$ cat src/rtl/axrm_errmon_pkg.sv
// Shared types and constants for the approximate-multiplier error monitor.
package axrm_errmon_pkg;

   typedef enum logic [1:0] {IDLE, RUN, DRAIN, REPORT} state_t;

   localparam int OPND_W = 8;
   localparam int PROD_W = 16;

   // Smallest sum_ed width that cannot overflow over a full window of worst-case EDs.
   function automatic int min_acc_w(input int window_log2);
      return PROD_W + window_log2;
   endfunction

endpackage

$ cat src/rtl/axrm_ed_calc.sv
// Combinational error distance |a*b - approx| and its non-zero flag.
module axrm_ed_calc
   import axrm_errmon_pkg::*;
(
   input  logic [OPND_W-1:0] a,
   input  logic [OPND_W-1:0] b,
   input  logic [PROD_W-1:0] approx,
   output logic [PROD_W-1:0] ed,
   output logic              nz
);

   logic [PROD_W-1:0] exact;
   logic [PROD_W:0]   diff;
   logic [PROD_W:0]   mag;

   always_comb begin
      exact = PROD_W'(a) * PROD_W'(b);
      diff  = {1'b0, exact} - {1'b0, approx};
      // One extra bit keeps the sign, so the magnitude always fits PROD_W bits.
      mag   = diff[PROD_W] ? ((PROD_W+1)'(0) - diff) : diff;
      ed    = mag[PROD_W-1:0];
      nz    = (ed != '0);
   end

endmodule

$ cat src/rtl/axrm_error_monitor.sv
// Windowed error-statistics collector for the 8x8 approximate multipliers.
// Define AXRM_ERRMON_SQERR_EN to add the sum_sq_ed (sum of ED^2) output.
module axrm_error_monitor
   import axrm_errmon_pkg::*;
#(
   parameter int WINDOW_LOG2 = 8,
   parameter int ACC_W       = 24
) (
   input  logic                   clk,
   input  logic                   rst_n,
   input  logic                   start,
   input  logic                   in_valid,
   output logic                   in_ready,
   input  logic [OPND_W-1:0]      in_a,
   input  logic [OPND_W-1:0]      in_b,
   input  logic [PROD_W-1:0]      in_approx,
   output logic                   busy,
   output logic                   stat_valid,
   output logic [ACC_W-1:0]       sum_ed,
   output logic [PROD_W-1:0]      max_ed,
   output logic [OPND_W-1:0]      max_a,
   output logic [OPND_W-1:0]      max_b,
   output logic [WINDOW_LOG2:0]   err_count
`ifdef AXRM_ERRMON_SQERR_EN
   ,
   output logic [31+WINDOW_LOG2:0] sum_sq_ed
`endif
);

   localparam int CNT_W = WINDOW_LOG2 + 1;
   localparam logic [CNT_W-1:0] CNT_LAST = CNT_W'((1 << WINDOW_LOG2) - 1);

   if (WINDOW_LOG2 < 1 || WINDOW_LOG2 > 16) begin : g_bad_window
      $error("axrm_error_monitor: WINDOW_LOG2 must be in 1..16");
   end
   if (ACC_W < min_acc_w(WINDOW_LOG2)) begin : g_bad_acc
      $error("axrm_error_monitor: ACC_W too narrow for WINDOW_LOG2");
   end

   state_t            state, state_nxt;
   logic [CNT_W-1:0]  cnt;
   logic              fire, clr;
   logic [2:1]        vld_pipe;

   logic [OPND_W-1:0] s1_a, s1_b, s2_a, s2_b;
   logic [PROD_W-1:0] s1_ap, s2_ed, ed;
   logic              s2_nz, nz;

   assign in_ready   = (state == RUN);
   assign busy       = (state == RUN) || (state == DRAIN);
   assign stat_valid = (state == REPORT);
   assign fire       = in_valid && in_ready;
   assign clr        = (state == IDLE) && start;

   always_comb begin
      state_nxt = state;
      case (state)
         IDLE:    if (start) state_nxt = RUN;
         RUN:     if (fire && cnt == CNT_LAST) state_nxt = DRAIN;
         DRAIN:   if (vld_pipe == 2'b00) state_nxt = REPORT;
         REPORT:  state_nxt = IDLE;
         default: state_nxt = IDLE;
      endcase
   end

   always_ff @(posedge clk or negedge rst_n) begin
      if (!rst_n) begin
         state <= IDLE;
         cnt   <= '0;
      end else begin
         state <= state_nxt;
         if (clr)       cnt <= '0;
         else if (fire) cnt <= cnt + CNT_W'(1);
      end
   end

   axrm_ed_calc u_ed (.a(s1_a), .b(s1_b), .approx(s1_ap), .ed(ed), .nz(nz));

   // S1 captures the sample, S2 holds ED; the accumulate below is S3.
   always_ff @(posedge clk or negedge rst_n) begin
      if (!rst_n) begin
         vld_pipe <= '0;
         s1_a     <= '0;
         s1_b     <= '0;
         s1_ap    <= '0;
         s2_a     <= '0;
         s2_b     <= '0;
         s2_ed    <= '0;
         s2_nz    <= 1'b0;
      end else begin
         vld_pipe <= {vld_pipe[1], fire};
         if (fire) begin
            s1_a  <= in_a;
            s1_b  <= in_b;
            s1_ap <= in_approx;
         end
         if (vld_pipe[1]) begin
            s2_a  <= s1_a;
            s2_b  <= s1_b;
            s2_ed <= ed;
            s2_nz <= nz;
         end
      end
   end

   always_ff @(posedge clk or negedge rst_n) begin
      if (!rst_n) begin
         sum_ed    <= '0;
         max_ed    <= '0;
         max_a     <= '0;
         max_b     <= '0;
         err_count <= '0;
      end else if (clr) begin
         sum_ed    <= '0;
         max_ed    <= '0;
         max_a     <= '0;
         max_b     <= '0;
         err_count <= '0;
      end else if (vld_pipe[2]) begin
         sum_ed    <= sum_ed + ACC_W'(s2_ed);
         err_count <= err_count + CNT_W'(s2_nz);
         // Strict compare keeps the earliest sample on ties.
         if (s2_ed > max_ed) begin
            max_ed <= s2_ed;
            max_a  <= s2_a;
            max_b  <= s2_b;
         end
      end
   end

`ifdef AXRM_ERRMON_SQERR_EN
   logic [31:0] sq;
   assign sq = 32'(s2_ed) * 32'(s2_ed);

   always_ff @(posedge clk or negedge rst_n) begin
      if (!rst_n)           sum_sq_ed <= '0;
      else if (clr)         sum_sq_ed <= '0;
      else if (vld_pipe[2]) sum_sq_ed <= sum_sq_ed + (32+WINDOW_LOG2)'(sq);
   end
`endif

endmodule

$ cat config.mk
export PLATFORM = sky130hd
export DESIGN_NAME = axrm_error_monitor
export DESIGN_NICKNAME = d
export VERILOG_FILES = /design/src/rtl/axrm_errmon_pkg.sv /design/src/rtl/axrm_ed_calc.sv /design/src/rtl/axrm_error_monitor.sv
export SDC_FILE = /design/constraint.sdc
export NUM_CORES = 1
export LEC_CHECK = 0
export ABC_AREA = 1
export CORE_UTILIZATION = 30
export CTS_CLUSTER_SIZE = 14
export DETAILED_ROUTE_END_ITERATION = 16
export MAX_ROUTING_LAYER = met4
export PLACE_DENSITY = 0.49
export SLEW_MARGIN = 0
export SYNTH_ARGS = -nofsm -noshare
export SYNTH_HDL_FRONTEND = slang
export SYNTH_HIERARCHICAL = 1
export SYNTH_SLANG_ARGS = --single-unit
$ cat constraint.sdc
create_clock -name clk -period 5.1 [get_ports clk]
set_clock_uncertainty 0.05 [all_clocks]
set_input_delay 0.765 -clock clk [delete_from_list [all_inputs] [get_ports clk]]
set_output_delay 0.765 -clock clk [all_outputs]
set_load 0.03 [all_outputs]
==> flow_summary.toml <==
[logic_synthesis]
synthAdderAreaFrac_pct = 18.52
synth_top_area_share_pct = 31.99
yosysSeqAreaShare_pct = 31.99
avgSynthCellArea_um2 = 7.605
synth_top_cells_by_area = "dfrtp_1 32%, nand2_1 16%, ha_1 9.4%"
synthSimpleGateAreaFrac_pct = 29.72
synth_area_um2 = 11190
muxShareOfSynthArea_pct = 3.120
synth_top_family_by_area = "simple AND/OR/NAND/NOR gates"
netlist_top_cells_count = "471 x nand2_1, 251 x inv_1, 143 x dfrtp_1, 95 x nand3_1, 84 x ha_1"
synth-async-reset-ratio_pct = 100.0
synth_seq_cells = 143
synthesis.nets = 1642
synthCells = 1471
synth_most_common_cell = "nand2_1"
synth_top_cell_by_area = "dfrtp_1"
synthXorXnorAreaFrac_pct = 0.5480
yosysWarnings = 6
ys_types = 48
synth-compound-area-share_pct = 4.932
synth_edf_count = 0
synth-main-ff-cell = "dfrtp_1"

[sta]
report.final.slew_viol_count = 0
hold_violations = 0
final.min_clock_period_ns = 4.853
period_share_pct = 95.16
rsz0062_at_grt = "no"
worstMarginPinSlew_ns = 0.9307
max_freq_mhz = 206.1
finalSetupViolations = 0
slew_headroom_pct = 37.57
hold_ws_ns = 0.3427
fin_ws_ns = 0.2468

[setup_path]
path_class = "reg2reg"
cp_slowest_stage_delay_ns = 0.54
worst_path_max_delay_cell = "fa_1"
ff2ff_setup_slack_ns = 0.25
r2r_cells = 23
crit_end = "s2_nz"
cp-end-kind = "flip-flop"
crit_chain = "nand2_1 -> inv_1 -> fa_1 -> fa_1 -> fa_1 -> inv_1 -> fa_1 -> inv_1 -> ha_4 -> nand2_2 -> nand2_2 -> nand2_2 -> nand2_2 -> a21oi_4 -> nand3_4 -> buf_12 -> nand2_8 -> o21ai_4 -> nand4_1 -> nand2_1 -> nor2_1 -> nand4_1 -> mux2_2"
start_kind = "flip-flop"
reg2reg_from = "s1_b[7]"
worst-endpoint-required_ns = 5.38
path_max_fanout = 7
setup.worst_path.start = "s1_b[7]"
cp.arrival_ns = 5.13
r2r-end = "s2_nz"

[detailed_routing]
wl_per_cell_um = 14.20
first_iter_violations = 525
vias = 9501
route.detailed.drc = 0
via_per_inst = 4.572
wirelength_mm = 29.52
postRouteAntennaNets = 0
firstDrtPassIters = 5

[status]
status = "completed"

[grt]
overflow = 0
grt_usage_pct = 16.67
first_global_vias = 9310
grt_max_degree = 87
grt_antenna_before_repair = 0
grt.busiest_layer = "met2"
grt_pass1_wl_mm = 49.16
grtUsageMet3_pct = 2.781
use_met2_pct = 27.67
grtUsageMet1_pct = 21.28

[floorplanning]
row_count = 70
dieArea_um2 = 38070
initial_core_util_pct = 30.56
core-area_um2 = 36610
die_y_um = 195.1
die_w_um = 195.1
num_io_pins = 104

[cells_and_area]
n_antenna_cell = 0
drive_gt1_share_pct = 14.78
finalNetCount = 1768
ff_latch_area_um2 = 3592
utilization_pct = 37.99
fillers = 3800
multiInputGateArea_um2 = 6698
syn2layout_area_growth_pct = 24.34

[job]
maxCapViolCount = 0

[clock_tree]
clock_latency_ns = 0.44
clock_sinks = 143
cts_buffer_depth = 2
root_buffer = "clkbuf_16"
cts_tree = "done"
htreeDepth = 4
cts_buffers = 17
clkTransAtPathRegs_ns = 0.06

[min_path]
hold_class = "in2async"

[place]
post-place-ws_ns = -0.01721
dp_hpwl_mm = 22.99
port_buffers = 103
place_congestion = 0.9008
metal layers:
metal	wire [um]	vias up	part of all wire, %
li1	-	4857	-
met1	13900	4482	47
met2	14440	143	49
met3	843	19	2.9
met4	331	0	1.1
met5	0	-	0
layout by cell type (no fill, tap or decap), types with 14 or more instances in the layout:
| master | instances |
|---|---|
| clkbuf_16 | 17 |
| fa_1 | 49 |
| nor2_1 | 67 |
| nand4_1 | 43 |
| nand3_1 | 90 |
| o21ai_0 | 28 |
| dfrtp_1 | 132 |
| nand2_1 | 447 |
| nand2_2 | 35 |
| nand3_2 | 14 |
| inv_1 | 244 |
| mux2_2 | 31 |
| buf_4 | 49 |
| a21oi_1 | 49 |
| ha_1 | 76 |
| clkdlybuf4s50_1 | 102 |
worst min path at each step:
stage | depth (start not counted) | endpoint | slack, ns
final | 1 | max_ed[11] | 0.34
after global routing | 1 | max_ed[10] | 0.41
after CTS | 1 | max_ed[11] | 0.37
after detailed placement | 2 | s1_ap[9] | 0.42
after global placement | 2 | s1_ap[9] | 0.41
after floorplan | 0 | vld_pipe[2] | 0.30
kinds of logic after synthesis:
kind of cell | count (synthesis)
simple gates | 750
flops | 143
mux | 31
xor+xnor | 7
fa+ha+maj | 135
buf+inv | 307
compound gates | 98
state kept, by name, summed over array words and instances (netlist names):
register / flops
s2_b: 8
sum_ed: 24
max_b: 8
cnt: 9
s2_a: 8
state: 2
s1_b: 8
max_a: 8
err_count: 9
max_ed: 16
vld_pipe: 2
s1_ap: 16
s1_a: 8
s2_ed: 16
s2_nz: 1
stage by stage:
stage | cell area [um^2] | TNS (ns) | std cells
finish | 13910 | 0 | 2078
global route | 13910 | 0 | 2078
CTS | 13470 | 0 | 2063
detailed placement | 12810 | -0.01721 | 2030
global placement | 12810 | 0 | 2030
floorplan | 11190 | 0 | 1471
critical path: cells and delay by family, from the launching register on:
family                   cells  cell delay [ns]
multiplexers                 1             0.26
AO/OA/AOI/OAI                2             0.29
adder cells (fa/ha/maj)      5             2.34
buffers and inverters        4             0.38
flip-flops                   1             0.46
AND/OR/NAND/NOR             11             0.97
cell type report:
cell class                 count  share of cell area (%)
inverter                     257                   6.935
sequential                   143                   25.83
tap                          468                   4.210
multi-input combinational   1024                   48.15
timing repair buffer         154                   10.29
clock buffer                  20                   3.283
clock inverter                12                   1.304
what timing repair did:
item                                   4_1_cts  5_1_grt
setup endpoints to repair                    1        6
endpoints found under the hold margin        0        0
cloned                                       0        3
gates resized for setup                      6       79
buffers inserted                             1       12
pin swaps                                    1       32
hold buffers                                 0        0
Power is left out: the tool's default activity adds up to more than one toggle a clock period on the data nets, which glitch-free logic cannot reach.
